## config.mk

```make
export PLATFORM = sky130hd
export DESIGN_NAME = v_alu_arb2_flat
export DESIGN_NICKNAME = d
export VERILOG_FILES = /design/src/rtl/v_alu_arb2_pkg.sv /design/src/rtl/v_alu_arb2_if.sv /design/src/rtl/v_alu.sv /design/src/rtl/v_alu_arb2.sv /design/src/flat_wrapper.sv
export SDC_FILE = /design/constraint.sdc
export NUM_CORES = 1
export LEC_CHECK = 0
export ABC_AREA = 1
export CAP_MARGIN = 20
export CELL_PAD_IN_SITES_DETAIL_PLACEMENT = 1
export CELL_PAD_IN_SITES_GLOBAL_PLACEMENT = 1
export CORE_ASPECT_RATIO = 0.7
export CORE_UTILIZATION = 41
export CTS_BUF_LIST = sky130_fd_sc_hd__clkbuf_4
export DETAILED_ROUTE_END_ITERATION = 8
export PLACE_DENSITY = 0.93
export SYNTH_ARGS = -nofsm -noshare
export SYNTH_HDL_FRONTEND = slang
export SYNTH_HIERARCHICAL = 1
export SYNTH_SLANG_ARGS = --single-unit
```

## constraint.sdc

```tcl
create_clock -name clk -period 11.6 [get_ports clk]
set_clock_uncertainty 0.2 [all_clocks]
set_input_delay 1.74 -clock clk [delete_from_list [all_inputs] [get_ports clk]]
set_output_delay 1.74 -clock clk [all_outputs]
set_load 0.05 [all_outputs]
```

## src/rtl/v_alu_arb2_pkg.sv

```systemverilog
// v_alu_arb2_pkg: ALU op codes, arbiter requester ids and flag bit positions.
package v_alu_arb2_pkg;
  typedef logic [3:0] alu_op_t;
  localparam alu_op_t ALU_ADD  = 4'h0;
  localparam alu_op_t ALU_SUB  = 4'h1;
  localparam alu_op_t ALU_AND  = 4'h2;
  localparam alu_op_t ALU_OR   = 4'h3;
  localparam alu_op_t ALU_XOR  = 4'h4;
  localparam alu_op_t ALU_SLL  = 4'h5;
  localparam alu_op_t ALU_SRL  = 4'h6;
  localparam alu_op_t ALU_SRA  = 4'h7;
  localparam alu_op_t ALU_SLT  = 4'h8;
  localparam alu_op_t ALU_SLTU = 4'h9;
  localparam logic ARB_ID_REQ0 = 1'b0;
  localparam logic ARB_ID_REQ1 = 1'b1;
  localparam int FLAG_Z = 3;
  localparam int FLAG_N = 2;
  localparam int FLAG_C = 1;
  localparam int FLAG_V = 0;
endpackage

```

## src/rtl/v_alu_arb2_if.sv

```systemverilog
// v_alu_arb2_if: two request channels and one result channel of the shared-ALU arbiter.
interface v_alu_arb2_if;
  logic                     req0_valid;
  logic                     req0_ready;
  logic [31:0]              req0_a;
  logic [31:0]              req0_b;
  v_alu_arb2_pkg::alu_op_t  req0_op;
  logic                     req1_valid;
  logic                     req1_ready;
  logic [31:0]              req1_a;
  logic [31:0]              req1_b;
  v_alu_arb2_pkg::alu_op_t  req1_op;
  logic                     out_valid;
  logic                     out_ready;
  logic [31:0]              out_result;
  logic [3:0]               out_flags;
  logic                     out_id;
  modport master (
    output req0_valid, req0_a, req0_b, req0_op,
    output req1_valid, req1_a, req1_b, req1_op,
    output out_ready,
    input  req0_ready, req1_ready, out_valid, out_result, out_flags, out_id
  );
  modport slave (
    input  req0_valid, req0_a, req0_b, req0_op,
    input  req1_valid, req1_a, req1_b, req1_op,
    input  out_ready,
    output req0_ready, req1_ready, out_valid, out_result, out_flags, out_id
  );
endinterface

```

## src/rtl/v_alu.sv

```systemverilog
// v_alu: combinational 32-bit ALU with {Z,N,C,V} flags; undefined ops give 0.
module v_alu
  import v_alu_arb2_pkg::*;
(
  input  logic [31:0] a,
  input  logic [31:0] b,
  input  alu_op_t     op,
  output logic [31:0] result,
  output logic [3:0]  flags
);
  logic [32:0] sum;
  logic [32:0] dif;
  assign sum = {1'b0, a} + {1'b0, b};
  assign dif = {1'b0, a} + {1'b0, ~b} + 33'd1;
  always_comb begin
    result = '0;
    flags  = '0;
    case (op)
      ALU_ADD: begin
        result         = sum[31:0];
        flags[FLAG_C]  = sum[32];
        flags[FLAG_V]  = (a[31] == b[31]) & (sum[31] != a[31]);
      end
      ALU_SUB: begin
        result         = dif[31:0];
        flags[FLAG_C]  = dif[32];
        flags[FLAG_V]  = (a[31] != b[31]) & (dif[31] != a[31]);
      end
      ALU_AND:  result = a & b;
      ALU_OR:   result = a | b;
      ALU_XOR:  result = a ^ b;
      ALU_SLL:  result = a << b[4:0];
      ALU_SRL:  result = a >> b[4:0];
      ALU_SRA:  result = $signed(a) >>> b[4:0];
      ALU_SLT:  result = {31'd0, $signed(a) < $signed(b)};
      ALU_SLTU: result = {31'd0, a < b};
      default:  result = '0;
    endcase
    flags[FLAG_Z] = result == '0;
    flags[FLAG_N] = result[31];
  end
endmodule

```

## src/rtl/v_alu_arb2.sv

```systemverilog
// v_alu_arb2: round-robin arbiter sharing one v_alu between two requesters, registered result.
// Optional perf counters (perf_grant0/1, perf_conflict) when V_ALU_ARB_PERF_EN is defined.
module v_alu_arb2
  import v_alu_arb2_pkg::*;
#(
`ifdef V_ALU_ARB_PERF_EN
  parameter int   CNT_W     = 16,
`endif
  parameter logic RESET_PTR = 1'b0
) (
  input logic         clk,
  input logic         rst,
  v_alu_arb2_if.slave bus
`ifdef V_ALU_ARB_PERF_EN
  ,
  output logic [CNT_W-1:0] perf_grant0,
  output logic [CNT_W-1:0] perf_grant1,
  output logic [CNT_W-1:0] perf_conflict
`endif
);
  logic        ptr;
  logic        both;
  logic        gnt;
  logic        can_accept;
  logic        xfer;
  logic [31:0] alu_a;
  logic [31:0] alu_b;
  alu_op_t     alu_op;
  logic [31:0] alu_result;
  logic [3:0]  alu_flags;
  assign both           = bus.req0_valid & bus.req1_valid;
  assign gnt            = both ? ptr : bus.req1_valid;
  assign can_accept     = !bus.out_valid | bus.out_ready;
  assign bus.req0_ready = !rst & can_accept & bus.req0_valid & (gnt == ARB_ID_REQ0);
  assign bus.req1_ready = !rst & can_accept & bus.req1_valid & (gnt == ARB_ID_REQ1);
  assign xfer           = bus.req0_ready | bus.req1_ready;
  assign alu_a          = gnt ? bus.req1_a  : bus.req0_a;
  assign alu_b          = gnt ? bus.req1_b  : bus.req0_b;
  assign alu_op         = gnt ? bus.req1_op : bus.req0_op;
  v_alu u_alu (
    .a      (alu_a),
    .b      (alu_b),
    .op     (alu_op),
    .result (alu_result),
    .flags  (alu_flags)
  );
  // Data registers only move on a transfer; a plain drain just clears valid.
  always_ff @(posedge clk) begin
    if (rst) begin
      bus.out_valid  <= 1'b0;
      bus.out_result <= '0;
      bus.out_flags  <= '0;
      bus.out_id     <= 1'b0;
      ptr            <= RESET_PTR;
    end else if (xfer) begin
      bus.out_valid  <= 1'b1;
      bus.out_result <= alu_result;
      bus.out_flags  <= alu_flags;
      bus.out_id     <= gnt;
      ptr            <= ~gnt;
    end else if (bus.out_ready) begin
      bus.out_valid  <= 1'b0;
    end
  end
`ifdef V_ALU_ARB_PERF_EN
  always_ff @(posedge clk) begin
    if (rst) begin
      perf_grant0   <= '0;
      perf_grant1   <= '0;
      perf_conflict <= '0;
    end else begin
      if (bus.req0_ready) perf_grant0 <= perf_grant0 + CNT_W'(1);
      if (bus.req1_ready) perf_grant1 <= perf_grant1 + CNT_W'(1);
      if (both & xfer) perf_conflict <= perf_conflict + CNT_W'(1);
    end
  end
`endif
endmodule

```

## src/flat_wrapper.sv

```systemverilog
// flat-port wrapper written by rule: the top's interface ports become plain ports
module v_alu_arb2_flat import v_alu_arb2_pkg::*;
#(

  parameter logic RESET_PTR = 1'b0
)
  (clk, rst, bus_req0_valid, bus_req0_a, bus_req0_b, bus_req0_op, bus_req1_valid, bus_req1_a, bus_req1_b, bus_req1_op, bus_out_ready, bus_req0_ready, bus_req1_ready, bus_out_valid, bus_out_result, bus_out_flags, bus_out_id);
  v_alu_arb2_if bus_i ();
  input logic clk;
  input logic rst;
  input wire logic [$bits(bus_i.req0_valid)-1:0] bus_req0_valid;
  input wire logic [$bits(bus_i.req0_a)-1:0] bus_req0_a;
  input wire logic [$bits(bus_i.req0_b)-1:0] bus_req0_b;
  input wire logic [$bits(bus_i.req0_op)-1:0] bus_req0_op;
  input wire logic [$bits(bus_i.req1_valid)-1:0] bus_req1_valid;
  input wire logic [$bits(bus_i.req1_a)-1:0] bus_req1_a;
  input wire logic [$bits(bus_i.req1_b)-1:0] bus_req1_b;
  input wire logic [$bits(bus_i.req1_op)-1:0] bus_req1_op;
  input wire logic [$bits(bus_i.out_ready)-1:0] bus_out_ready;
  output wire logic [$bits(bus_i.req0_ready)-1:0] bus_req0_ready;
  output wire logic [$bits(bus_i.req1_ready)-1:0] bus_req1_ready;
  output wire logic [$bits(bus_i.out_valid)-1:0] bus_out_valid;
  output wire logic [$bits(bus_i.out_result)-1:0] bus_out_result;
  output wire logic [$bits(bus_i.out_flags)-1:0] bus_out_flags;
  output wire logic [$bits(bus_i.out_id)-1:0] bus_out_id;
  assign bus_i.req0_valid = bus_req0_valid;
  assign bus_i.req0_a = bus_req0_a;
  assign bus_i.req0_b = bus_req0_b;
  assign bus_i.req0_op = bus_req0_op;
  assign bus_i.req1_valid = bus_req1_valid;
  assign bus_i.req1_a = bus_req1_a;
  assign bus_i.req1_b = bus_req1_b;
  assign bus_i.req1_op = bus_req1_op;
  assign bus_i.out_ready = bus_out_ready;
  assign bus_req0_ready = bus_i.req0_ready;
  assign bus_req1_ready = bus_i.req1_ready;
  assign bus_out_valid = bus_i.out_valid;
  assign bus_out_result = bus_i.out_result;
  assign bus_out_flags = bus_i.out_flags;
  assign bus_out_id = bus_i.out_id;
  v_alu_arb2 #(.RESET_PTR(RESET_PTR)) u_core (.clk(clk), .rst(rst), .bus(bus_i));
endmodule
```

==> results.md <==
* Run status: finished clean
* Final critical-path required period at between 7 and 8 ns
* Residual antenna-violating net count after detailed routing at 0
* Die extent in x at roughly 220 um
* Leading cell type by number of instances after synthesis: sky130_fd_sc_hd__nand2_1
* Measured slew at the worst slew-check pin at 1.06 ns
* Height of the chip at 153 um
* Highest clock frequency the design can meet at 128 MHz
* Cell area after synthesis at 13300 um2
* Async set-reset flop share out of synthesis at 0
* Count of yosys warnings during synthesis at 6
* Clock tree sinks at 39
* Routed length per placed instance at 23.9 um
* Max layer used: met4
* Buffer type at the clock tree root: sky130_fd_sc_hd__clkbuf_4
* Unique cell type count in the Yosys netlist at 53
* Final count of pins violating max slew at 0
* RD Place Congestion at 1.05
* Detailed-route DRC error count at 0
* Total global-route track usage at 0.442
* Required @ worst endpoint at between 10 and 15 ns
* Net count of the mapped netlist at 2901
* Register clock-pin slew on the reported worst setup and hold paths at 0.16 ns
* Share of the yosys chip area belonging to registers at 0.0588
* Residual overflow from global routing at 0
* Estimated wirelength of the detail-placed design at 61.9 mm
* CTS tree: yes
* Share of cells above drive strength 1 at 0.0406
* Signed area change from the synthesized netlist to the final layout at 13.4%
* Setup repair after global routing missed its margin: no
* Vias at 18900
* WL met1 at 32.9 mm
* Number of antenna violations at the first check in global routing at 0
* Largest buffer count on any clock path at 2
* Met3 WL post-DR at between 9 and 10 mm
* Sort of element at the start of the critical path: input pin
* Number of gates resized after CTS at 0
* Cells after synthesis at 2659
* Post-synth EDFFs at 0
* Hold Vio Cnt, Final at 0
* Pwr Density at between 90 and 100 nW/um2
* Setup TNS at 0 ns
* Final period utilization at 0.675
* Area share of the largest cell type after synthesis at 0.277
* Global-route wire length before repair at 112 mm
* Core occupancy in the finished layout at 0.478
* Type of the worst setup path: in2reg
* Post-CTS Hold Buffers at 0
* Cell row count at 54
* Number of max-cap violations at 0
* Area of the placeable core at 31500 um2
* Buffer count from post-CTS setup fixing at 0
* Post-Place Cells at 3145
* Leakage Power at 8.30 nW
* Commonest cells in the netlist: sky130_fd_sc_hd__nand2_1 (978), sky130_fd_sc_hd__nand3_1 (437), sky130_fd_sc_hd__inv_1 (354)
* Min-Delay Path Class: reg2reg
* Crit end category: register
* Clock insertion delay at the later pin of the skew report at ~0.37 ns
* Starting Density at 0.422
* Count of nets after finishing at roughly 3000
* Via count of the first global-routing pass at 18400
* VDD IR max at 61.0 uV
* Vias per Instance at 5.98
* Detailed-routing iteration count for the pre-antenna-repair pass at 8
* Buffers on Ports at 180
* Ant. Diodes at 0
* Pin count of the biggest net entering global routing at 77
* Inserted Clock Buffers at 5
* Iter 0 DRT Violations at ~2600
* Cell taking the most area after synthesis: sky130_fd_sc_hd__nand2_1
* Most common cell type on the critical path: sky130_fd_sc_hd__nand2_1
* Syn Area/Cell at roughly 5.0 um2
* H-tree lvl count at 2
* Worst path top cell family by delay: buffers and inverters
* Die Outline Area at 33100 um2
* Overall routed net length at 75.5 mm
* Non-filler instance count after layout at 3153
* Standard cell with the maximum stage delay on the critical path: sky130_fd_sc_hd__buf_4
* Final setup violation count at 0
* Delay contributed by the slowest stage of the critical path at 0.72 ns
* Synth area leaders: sky130_fd_sc_hd__nand2_1 (28%), sky130_fd_sc_hd__nand3_1 (16%), sky130_fd_sc_hd__inv_1 (10%)
* Headroom to the max-slew limit at 0.291
* Number of placed I/O pins at 181
* Crit-path max FO at 72
* Metal2 WL at 30.3 mm
* Flip-flop and latch count after synthesis at 39
* Total power after layout at 1.48 mW
* Worst hold slack at 0.342 ns
* Dominant synthesized flop cell: sky130_fd_sc_hd__dfxtp_1
* Fill cells at 4749
* Data arrival time of the critical path at 7.96 ns
* CP bufs+invs at 5
[stage by stage]
stage	area, um2	setup slack, ns
2_1_floorplan	13300	6.54
3_3_place_gp	15000	4.00
3_5_place_dp	15000	3.66
4_1_cts	15100	4.03
5_1_grt	15100	3.51
6_report	15100	3.77
[worst reg2reg max path, delay by kind of cell (launching register included)]
kind            cells  cell delay, ns
simple gates       20            2.68
buf+inv             5            2.26
fa+ha+maj           1            0.43
compound gates      2            0.41
flops               1            0.36
[path summary, 6_finish.rpt]
kind,from,to,slack (ns),depth (start not counted)
min reg2reg,u_core/bus.out_id$_SDFFE_PP0P_,u_core/bus.out_id$_SDFFE_PP0P_,0.34,2
min,u_core/bus.out_id$_SDFFE_PP0P_,u_core/bus.out_id$_SDFFE_PP0P_,0.34,2
max,bus_req1_valid,u_core/bus.out_flags[3]$_SDFFE_PP0P_,3.77,28
max reg2reg,u_core/ptr$_SDFFE_PP0P_,u_core/bus.out_flags[3]$_SDFFE_PP0P_,5.27,28
[routing by layer]
metal  up-vias  global-route usage
met5         -                   0
met4         0               0.144
met3       144               0.109
met2      1205               0.642
met1      8982               0.629
li1       8532                   -
[flip-flops by register name, summed over array words and instances (netlist names)]
name                   cells
u_core/bus.out_valid       1
u_core/bus.out_result     32
u_core/bus.out_id          1
u_core/bus.out_flags       4
u_core/ptr                 1
[power breakdown]
part | switching, mW | internal (mW)
Sequential | 0.0102 | 0.148
Clock | 0.0568 | 0.0455
Combinational | 0.890 | 0.331
[cells in the final DEF, fill, tap and decap left out, drive strengths merged, types with 5 or more instances in the layout]
| cell | count |
|---|---|
| nand2 | 1009 |
| nand3 | 443 |
| inv | 370 |
| nor2 | 253 |
| clkdlybuf4s50 | 180 |
| a21oi | 105 |
| ha | 99 |
| o21ai | 61 |
| dfxtp | 39 |
| nor3 | 23 |
| nand4 | 22 |
| o211ai | 20 |
| o22ai | 18 |
| buf | 15 |
| and2 | 13 |
| o21bai | 10 |
| a31oi | 7 |
| clkbuf | 5 |
| xor2 | 5 |
[kinds of logic (layout without fill, tap and decap cells)]
kind of cell    count (synthesis)  after routing  synth area share
flops                          39             39            0.0588
fa+ha+maj                     101            101            0.0963
xor+xnor                        6              6           0.00396
compound gates                241            241             0.108
buf+inv                       501            575             0.163
simple gates                 1771           1771             0.571
[layout make-up]
| type | count | area, um2 | area share |
|---|---|---|---|
| tap | 420 | 526 | 0.0349 |
| clock inverter | 3 | 42.5 | 0.00283 |
| multi-input combinational | 2119 | 10300 | 0.687 |
| inverter | 372 | 1410 | 0.0936 |
| timing repair buffer | 195 | 1910 | 0.127 |
| sequential | 39 | 781 | 0.0518 |
| clock buffer | 5 | 37.5 | 0.00249 |
Power figures use the tool's default switching activity.
